[config.mk]
export PLATFORM = sky130hd
export DESIGN_NAME = axi_aw_rr_scheduler_flat
export DESIGN_NICKNAME = d
export VERILOG_FILES = /design/src/rtl/axi_aw_rr_scheduler_if.sv /design/src/rtl/axi_aw_rr_scheduler.sv /design/src/flat_wrapper.sv
export SDC_FILE = /design/constraint.sdc
export NUM_CORES = 1
export LEC_CHECK = 0
export CAP_MARGIN = 20
export CORE_AREA = 3 3 210 212
export CTS_CLUSTER_SIZE = 40
export DETAILED_ROUTE_END_ITERATION = 10
export DIE_AREA = 0 0 213 215
export GPL_TIMING_DRIVEN = 0
export MAX_ROUTING_LAYER = met4
export SETUP_SLACK_MARGIN = 0.02
export SLEW_MARGIN = 25
export SYNTH_ARGS = -nofsm -noshare
export SYNTH_HDL_FRONTEND = slang
export SYNTH_SLANG_ARGS = --single-unit
[constraint.sdc]
create_clock -name clk -period 14 [get_ports clk]
set_clock_uncertainty 0.1 [all_clocks]
set_input_delay 2.8 -clock clk [delete_from_list [all_inputs] [get_ports clk]]
set_output_delay 2.8 -clock clk [all_outputs]
set_load 0.05 [all_outputs]
[src/rtl/axi_aw_rr_scheduler_if.sv]
// Write-address bundle between N requesting AW ports, the single downstream AW channel
// and the write-data allocator ID FIFO.
interface axi_aw_rr_scheduler_if #(
   parameter int N_TARG_PORT = 7,
   parameter int PAYLOAD_W   = 64,
   parameter int LOG_N_TARG  = $clog2(N_TARG_PORT)
);
   logic [N_TARG_PORT-1:0]                awvalid_i;
   logic [N_TARG_PORT-1:0][PAYLOAD_W-1:0] awpayload_i;
   logic [N_TARG_PORT-1:0]                awready_o;
   logic                                  awvalid_o;
   logic [PAYLOAD_W-1:0]                  awpayload_o;
   logic                                  awready_i;
   logic                                  push_ID_o;
   logic [LOG_N_TARG+N_TARG_PORT-1:0]     ID_o;
   logic                                  grant_FIFO_ID_i;

   // The scheduler itself
   modport slave (
      input  awvalid_i, awpayload_i, awready_i, grant_FIFO_ID_i,
      output awready_o, awvalid_o, awpayload_o, push_ID_o, ID_o
   );

   // Requesters, downstream slave and ID FIFO as seen from outside
   modport master (
      output awvalid_i, awpayload_i, awready_i, grant_FIFO_ID_i,
      input  awready_o, awvalid_o, awpayload_o, push_ID_o, ID_o
   );
endinterface

[src/rtl/axi_aw_rr_scheduler.sv]
// Round-robin AW arbiter with a single output slot; every grant pushes the winner's
// routing ID into the write-data allocator FIFO in the same cycle.
module axi_aw_rr_scheduler #(
   parameter int N_TARG_PORT = 7,
   parameter int PAYLOAD_W   = 64,
   parameter int LOG_N_TARG  = $clog2(N_TARG_PORT)
) (
   input  logic                   clk,
   input  logic                   rst_n,
   axi_aw_rr_scheduler_if.slave   bus
);
   localparam int LW = LOG_N_TARG + 1;

   logic                   valid_q;
   logic [PAYLOAD_W-1:0]   payload_q;
   logic [LOG_N_TARG-1:0]  rr_q;

   logic                   load_en;
   logic                   found;
   logic                   grant;
   logic [LOG_N_TARG-1:0]  win;
   logic [LOG_N_TARG-1:0]  next_rr;
   logic [N_TARG_PORT-1:0] win_oh;
   logic [LW-1:0]          cand;

   // The slot can accept a new AW when it is empty or being drained, and the ID FIFO has room
   assign load_en = bus.grant_FIFO_ID_i & (~valid_q | bus.awready_i);

   always_comb begin
      found = 1'b0;
      win   = '0;
      cand  = '0;
      for (int i = 0; i < N_TARG_PORT; i++) begin
         cand = {1'b0, rr_q} + LW'(i);
         if (cand >= LW'(N_TARG_PORT)) cand = cand - LW'(N_TARG_PORT);
         if (!found && bus.awvalid_i[cand[LOG_N_TARG-1:0]]) begin
            found = 1'b1;
            win   = cand[LOG_N_TARG-1:0];
         end
      end
   end

   assign grant   = load_en & found;
   assign win_oh  = N_TARG_PORT'(1) << win;
   assign next_rr = (win == LOG_N_TARG'(N_TARG_PORT - 1)) ? '0 : win + LOG_N_TARG'(1);

   assign bus.awready_o   = grant ? win_oh : '0;
   assign bus.push_ID_o   = grant;
   assign bus.ID_o        = grant ? {win, win_oh} : '0;
   assign bus.awvalid_o   = valid_q;
   assign bus.awpayload_o = payload_q;

   // Output slot: a grant overwrites it (no bubble on drain+grant), otherwise a drain empties it
   always_ff @(posedge clk or negedge rst_n) begin
      if (!rst_n) begin
         valid_q   <= 1'b0;
         payload_q <= '0;
         rr_q      <= '0;
      end else if (grant) begin
         valid_q   <= 1'b1;
         payload_q <= bus.awpayload_i[win];
         rr_q      <= next_rr;
      end else if (bus.awready_i && valid_q) begin
         valid_q   <= 1'b0;
      end
   end
endmodule
[src/flat_wrapper.sv]
// flat-port wrapper written by rule: the top's interface ports become plain ports
module axi_aw_rr_scheduler_flat 
#(
   parameter int N_TARG_PORT = 7,
   parameter int PAYLOAD_W   = 64,
   parameter int LOG_N_TARG  = $clog2(N_TARG_PORT)
)
  (clk, rst_n, bus_awvalid_i, bus_awpayload_i, bus_awready_i, bus_grant_FIFO_ID_i, bus_awready_o, bus_awvalid_o, bus_awpayload_o, bus_push_ID_o, bus_ID_o);
  axi_aw_rr_scheduler_if #(.N_TARG_PORT(N_TARG_PORT), .PAYLOAD_W(PAYLOAD_W), .LOG_N_TARG(LOG_N_TARG)) bus_i ();
  input  logic clk;
  input  logic rst_n;
  input wire logic [$bits(bus_i.awvalid_i)-1:0] bus_awvalid_i;
  input wire logic [$bits(bus_i.awpayload_i)-1:0] bus_awpayload_i;
  input wire logic [$bits(bus_i.awready_i)-1:0] bus_awready_i;
  input wire logic [$bits(bus_i.grant_FIFO_ID_i)-1:0] bus_grant_FIFO_ID_i;
  output wire logic [$bits(bus_i.awready_o)-1:0] bus_awready_o;
  output wire logic [$bits(bus_i.awvalid_o)-1:0] bus_awvalid_o;
  output wire logic [$bits(bus_i.awpayload_o)-1:0] bus_awpayload_o;
  output wire logic [$bits(bus_i.push_ID_o)-1:0] bus_push_ID_o;
  output wire logic [$bits(bus_i.ID_o)-1:0] bus_ID_o;
  assign bus_i.awvalid_i = bus_awvalid_i;
  assign bus_i.awpayload_i = bus_awpayload_i;
  assign bus_i.awready_i = bus_awready_i;
  assign bus_i.grant_FIFO_ID_i = bus_grant_FIFO_ID_i;
  assign bus_awready_o = bus_i.awready_o;
  assign bus_awvalid_o = bus_i.awvalid_o;
  assign bus_awpayload_o = bus_i.awpayload_o;
  assign bus_push_ID_o = bus_i.push_ID_o;
  assign bus_ID_o = bus_i.ID_o;
  axi_aw_rr_scheduler #(.N_TARG_PORT(N_TARG_PORT), .PAYLOAD_W(PAYLOAD_W), .LOG_N_TARG(LOG_N_TARG)) u_core (.clk(clk), .rst_n(rst_n), .bus(bus_i));
endmodule
==> results of run 1 <==
-- tightest hold or removal path, delay by kind of cell, from the launching register on --
family | cells | cell delay (ps)
DFF | 1 | 350
AOI/OAI and AO/OA | 1 | 60
and+or+nand+nor | 1 | 80
-- final timing paths --
path | slack (ps) | depth (start not counted) | end | start
min in group asynchronous | 2280 | 1 | u_core.rr_q[2] | rst_n
hold / removal | 420 | 2 | u_core.bus.awpayload_o[8] | u_core.bus.awpayload_o[8]
max in group asynchronous | 10930 | 2 | u_core.bus.awpayload_o[27] | rst_n
setup / recovery | 3510 | 16 | bus_awready_o[2] | bus_awvalid_i[0]
setup reg to reg | 8090 | 18 | u_core.bus.awpayload_o[23] | u_core.rr_q[1]
hold reg to reg | 420 | 2 | u_core.bus.awpayload_o[8] | u_core.bus.awpayload_o[8]
-- cell families (layout without fill, tap and decap cells) --
| group | after synthesis | in the layout | synth area share, % |
|---|---|---|---|
| compound gates | 249 | 249 | 24.4 |
| mux | 221 | 221 | 30.6 |
| simple gates | 204 | 204 | 13.5 |
| buf+inv | 103 | 657 | 6.48 |
| flops | 68 | 68 | 21.7 |
| fa+ha+maj | 15 | 15 | 2.48 |
| xor+xnor | 8 | 8 | 0.988 |
| other cells | 0 | 10 | 0 |
-- routing by layer --
layer | part of all wire, % | vias up | global-route usage [%]
met5 | 0 | - | -
met1 | 40 | 4520 | 24.8
met4 | 2.9 | 0 | 6.76
met3 | 7.3 | 53 | 4.43
li1 | - | 4462 | -
met2 | 50 | 441 | 35.1
-- metrics by stage --
| stage | hold slack (ps) | util [%] | setup WS [ps] | instances |
|---|---|---|---|---|
| 3_5_place_dp | 405 | 33.1 | 3560 | 1945 |
| 6_report | 422 | 33.9 | 3510 | 1971 |
| 5_1_grt | 441 | 33.9 | 3070 | 1968 |
| 2_1_floorplan | 640 | - | 4610 | 868 |
| 3_3_place_gp | 394 | 33.0 | 3580 | 1944 |
| 4_1_cts | 422 | 33.8 | 3550 | 1961 |
-- registers in the layout, summed over array words and instances, names as in the netlist --
| signal | flops |
|---|---|
| u_core.bus.awpayload_o | 64 |
| u_core.bus.awvalid_o | 1 |
| u_core.rr_q | 3 |
-- final cells by class --
class / instances / area (µm²) / share of cell area, %
Antenna cell: 10 / 25.0 / 0.175
Buffer: 87 / 449 / 3.15
Clock buffer: 12 / 256 / 1.80
Clock inverter: 4 / 55.1 / 0.386
Inverter: 16 / 60.1 / 0.421
Multi-Input combinational cell: 697 / 5650 / 39.6
Sequential cell: 68 / 1700 / 11.9
Tap cell: 539 / 674 / 4.72
Timing Repair Buffer: 538 / 5400 / 37.8
-- layout by cell type (no fill, tap or decap), drive strengths merged, types with 4 or more instances in the layout --
master / count
ha: 14
a221oi: 60
a211oi: 8
nand3b: 4
o211ai: 4
dfrtp: 68
nand3: 13
nor2: 58
nor2b: 33
inv: 18
xnor2: 5
a31o: 4
a21oi: 17
and2: 4
buf: 62
mux2: 130
a31oi: 5
mux2i: 89
o22ai: 5
diode: 10
nand2: 21
a22o: 32
nand2b: 13
clkbuf: 39
nor3: 39
a32oi: 5
o21ai: 43
clkdlybuf4s50: 536
a22oi: 35
==> impl_metrics.toml, run 1 <==
[grt]
antenna_found_initial = 10
grt_max_degree = 41
grt_use_total_pct = 20.9
grt_pass1_vias = 10000
grt_pass1_wl_um = 67800
grt_overflow = 0

[route]
routed_wl_um = 47900
firstDrtPassIters = 7
dr.first_iter.drc_count = 553
vias = 9476
antenna_left = 0
drc = 0
vias_per_cell = 4.81
detail_route.wl_per_cell_um = 24.3

[synth]
syn_area_um2 = 7860
ys_ff_latch = 68
synth_area_leaders = "dfrtp_1 22%, mux2_2 19%, mux2i_1 11%, a221oi_1 6.7%, a22o_1 3.6%"
synth_edf_count = 0
ys_warn_count = 0
synth_top_area_share_pct = 21.7
synth_area_leader_cell = "dfrtp_1"
synthTopCellsByCount = "130 x mux2_2, 89 x mux2i_1, 68 x dfrtp_1"
synth-main-ff-cell = "dfrtp_1"
synth.distinct_cells = 72
yosysMostFrequentCell = "mux2_2"
synth-async-reset-ratio_pct = 100
postSynthCellCount = 868
postSynthAreaPerCell_um2 = 9.05
syn_nets = 1342
seq_area_frac_synth_pct = 21.7

[timing]
tightest_slew_ps = 816
setup_viol = 0
finalHoldViolCount = 0
drv_slew = 0
fin_crit_sh_pct = 75.0
finalSetupTns_ps = 0
max_freq_mhz = 95.3
finalCriticalPeriod_ps = 10490
slew_headroom_pct = 45.4
rsz0062_at_grt = "no"

[floorplan]
die_area_um2 = 45800
die_h_um = 215
row_count = 75
design.core.area_um2 = 42100
start_util_pct = 18.6
io_pins = 542
die_w_um = 213

[run]
maxCapViolations = 0

[worst_setup_path]
cpMaxStageDelayCell = "clkdlybuf4s50_1"
arrival_ps = 7590
path_max_fanout = 10
cp-end-kind = "output port"
crit_path_start_kind = "primary input"
cpPeakStageDelay_ps = 790
path_cells = "clkdlybuf4s50_1, clkbuf_1, nor2b_1, o21ai_0, a2bb2oi_1, o21ai_1, nand4_1, a21oi_1, o32a_1, o21ai_4, buf_4, buf_2, nand3_1, nor2_1, buf_4, clkdlybuf4s50_1"
critPathTopFamily = "buffers and inverters"
criticalPathCategory = "primary input to output port"
crit_buf_inv = 6
cp.required_ps = 11100

[clocking]
tritoncts = "yes"
cts_max_level = 3
cts_hold_buffers = 0
insertion_delay_ps = 360
cts_made_buffers = 9
cts_buffer_depth = 2
cts_setup_buffers = 0
post_cts_resized = 0
clk_pin_slew_ps = 70
clock-root-buffer = "clkbuf_16"
clock-sinks = 68

[place]
placed_area_um2 = 13900
io_buffers = 537
gp_congestion = 0.937
dp_hpwl_um = 40400

[layout]
nFillCells = 4452
nets = 1891
area_delta_synth_final_pct = 81.7
stdcell_area_um2 = 14300
drive_above_1_share_pct = 16.3

[min_path]
hold_class = "register to register"

[run_status]
status = "complete, no violations"
Power of run 1 is not shown: default switching activity piles up to over one toggle a cycle in this logic, so the estimate is an artifact.
==> run 2, diff against run 1 <==
--- a/config.mk
+++ b/config.mk
@@ -6,10 +6,10 @@
 export NUM_CORES = 1
 export LEC_CHECK = 0
 export CAP_MARGIN = 20
-export CORE_AREA = 3 3 210 212
+export CORE_AREA = 3 3 212 214
 export CTS_CLUSTER_SIZE = 40
 export DETAILED_ROUTE_END_ITERATION = 10
-export DIE_AREA = 0 0 213 215
+export DIE_AREA = 0 0 215 217
 export GPL_TIMING_DRIVEN = 0
 export MAX_ROUTING_LAYER = met4
 export SETUP_SLACK_MARGIN = 0.02
==> constraint.sdc (replaced) <==
create_clock -name clk -period 9.2 [get_ports clk]
set_clock_uncertainty 0.1 [all_clocks]
set_input_delay 1.84 -clock clk [delete_from_list [all_inputs] [get_ports clk]]
set_output_delay 1.84 -clock clk [all_outputs]
set_load 0.05 [all_outputs]
==> run 2 against run 1 <==
  * Register-to-register slack worse by 5000 ps
  * Worst hold slack worse by 6.3 ps
  * Final area about the same
  * Utilization down 0.76 points
  * Sequential cell count unchanged
  * Via count up 0.57%
  * Routed wire length up 0.22%
  * Worst setup slack worse by 2900 ps
  * Non-clock buffer count unchanged
  * Sequential share of layout area about the same
  * Critical endpoint unchanged
  * Largest cell class unchanged
==> impl_metrics.toml, run 2 (synthesis results as in run 1) <==
[worst_setup_path]
arrival_ps = 6660
r2r_cells = 18
r2r_slack_ps = 3080
path_max_fanout = 12
criticalPathCategory = "register to output port"
cp.required_ps = 7260
r2r_start = "u_core.rr_q[1]"
crit_path_start_kind = "register"
rr_endpoint = "u_core.bus.awpayload_o[23]"
cp-end-kind = "output port"
worstSetupStartpoint = "u_core.rr_q[1]"

[clocking]
cts_setup_buffers = 0
cts_made_buffers = 9
cts_buffer_depth = 2
clock-root-buffer = "clkbuf_16"
tritoncts = "yes"
post_cts_resized = 0
cts_max_level = 3
insertion_delay_ps = 360
clock-sinks = 68
clk_pin_slew_ps = 60
cts_hold_buffers = 0

[timing]
finalHoldViolCount = 0
fin_crit_sh_pct = 93.4
setup_viol = 0
finalCriticalPeriod_ps = 8600
max_freq_mhz = 116
slew_headroom_pct = 42.9
rsz0062_at_grt = "no"
finalSetupTns_ps = 0
drv_slew = 0
tightest_slew_ps = 853

[floorplan]
die_area_um2 = 46700
io_pins = 542
start_util_pct = 18.2
row_count = 76
design.core.area_um2 = 43100
die_h_um = 217
die_w_um = 215

[layout]
final_cell_mix = "536 x clkdlybuf4s50_1, 130 x mux2_2, 89 x mux2i_1"
drive_above_1_share_pct = 16.3
nets = 1891
largest_reg_flops = 64
final_common_cell = "clkdlybuf4s50_1"
nFillCells = 4528
area_delta_synth_final_pct = 81.6

[run_status]
status = "complete, no violations"

[route]
firstDrtPassIters = 5
vias_per_cell = 4.74
detail_route.wl_per_cell_um = 23.9
dr.first_iter.drc_count = 567
routed_wl_um = 48000
vias = 9530
drc = 0
antenna_left = 0

[grt]
grt_use_total_pct = 20.1
antenna_found_initial = 5
grt_overflow = 0
grt_pass1_vias = 10200
grt_max_degree = 48
grt_pass1_wl_um = 67600

[min_path]
hold_path_startpoint = "u_core.bus.awpayload_o[12]"
holdPathEnd = "u_core.bus.awpayload_o[12]"
min_path_cells = 2
hold_class = "register to register"

[place]
io_buffers = 537
gp_congestion = 0.917
dp_hpwl_um = 40200

[run]
maxCapViolations = 0
## run 2: area by class of cell
cell class                      count  area [µm²]  area share [%]
Timing Repair Buffer              538        5400            37.9
Buffer                             87         449            3.15
Clock inverter                      5        30.0           0.211
Tap cell                          585         732            5.13
Antenna cell                        4        10.0          0.0702
Clock buffer                       10         229            1.61
Inverter                           16        60.1           0.421
Multi-Input combinational cell    697        5650            39.6
Sequential cell                    68        1700            11.9
## run 2: worst max path at each step
stage	cells after the start	slack, ps	to
final	19	600	bus_awready_o[2]
after global routing	18	260	bus_ID_o[0]
after CTS	18	640	bus_ID_o[0]
after detailed placement	13	700	bus_awready_o[2]
after global placement	11	560	bus_awready_o[6]
after floorplan	12	1730	bus_awready_o[5]
## run 2: worst max-delay path, cell delays in order (launching register included)
cell and delay, ps:
dfrtp_1 460, clkbuf_1 430, inv_1 390, ha_1 320, inv_1 70, fa_1 510, or3b_2 500, o21ai_0 100
a211oi_1 110, or2_2 330, nand4_1 170, a21oi_1 60, o32a_1 430, o21ai_4 370, buf_4 300, buf_2 340
nand3_1 230, nor2_1 230, buf_4 140, clkdlybuf4s50_1 790
## run 2: routing by layer
| metal | up-vias | wire length [µm] | global-route usage (%) |
|---|---|---|---|
| met5 | - | 0 | - |
| met4 | 0 | 1470 | 7.05 |
| met3 | 55 | 2850 | 3.94 |
| met2 | 416 | 24300 | 35.0 |
| met1 | 4610 | 19400 | 23.2 |
| li1 | 4449 | - | - |
## run 2: through the flow
stage	cells	hold slack (ps)	setup WS, ps	area [µm²]	util [%]
after CTS	2006	426	641	14300	33.1
after floorplan	868	640	1730	7860	-
final	2010	416	603	14300	33.1
after global placement	1990	405	558	14000	32.4
after detailed placement	1991	411	700	14000	32.5
after global routing	2010	463	264	14300	33.1
Power of run 2 is left out for the same reason.
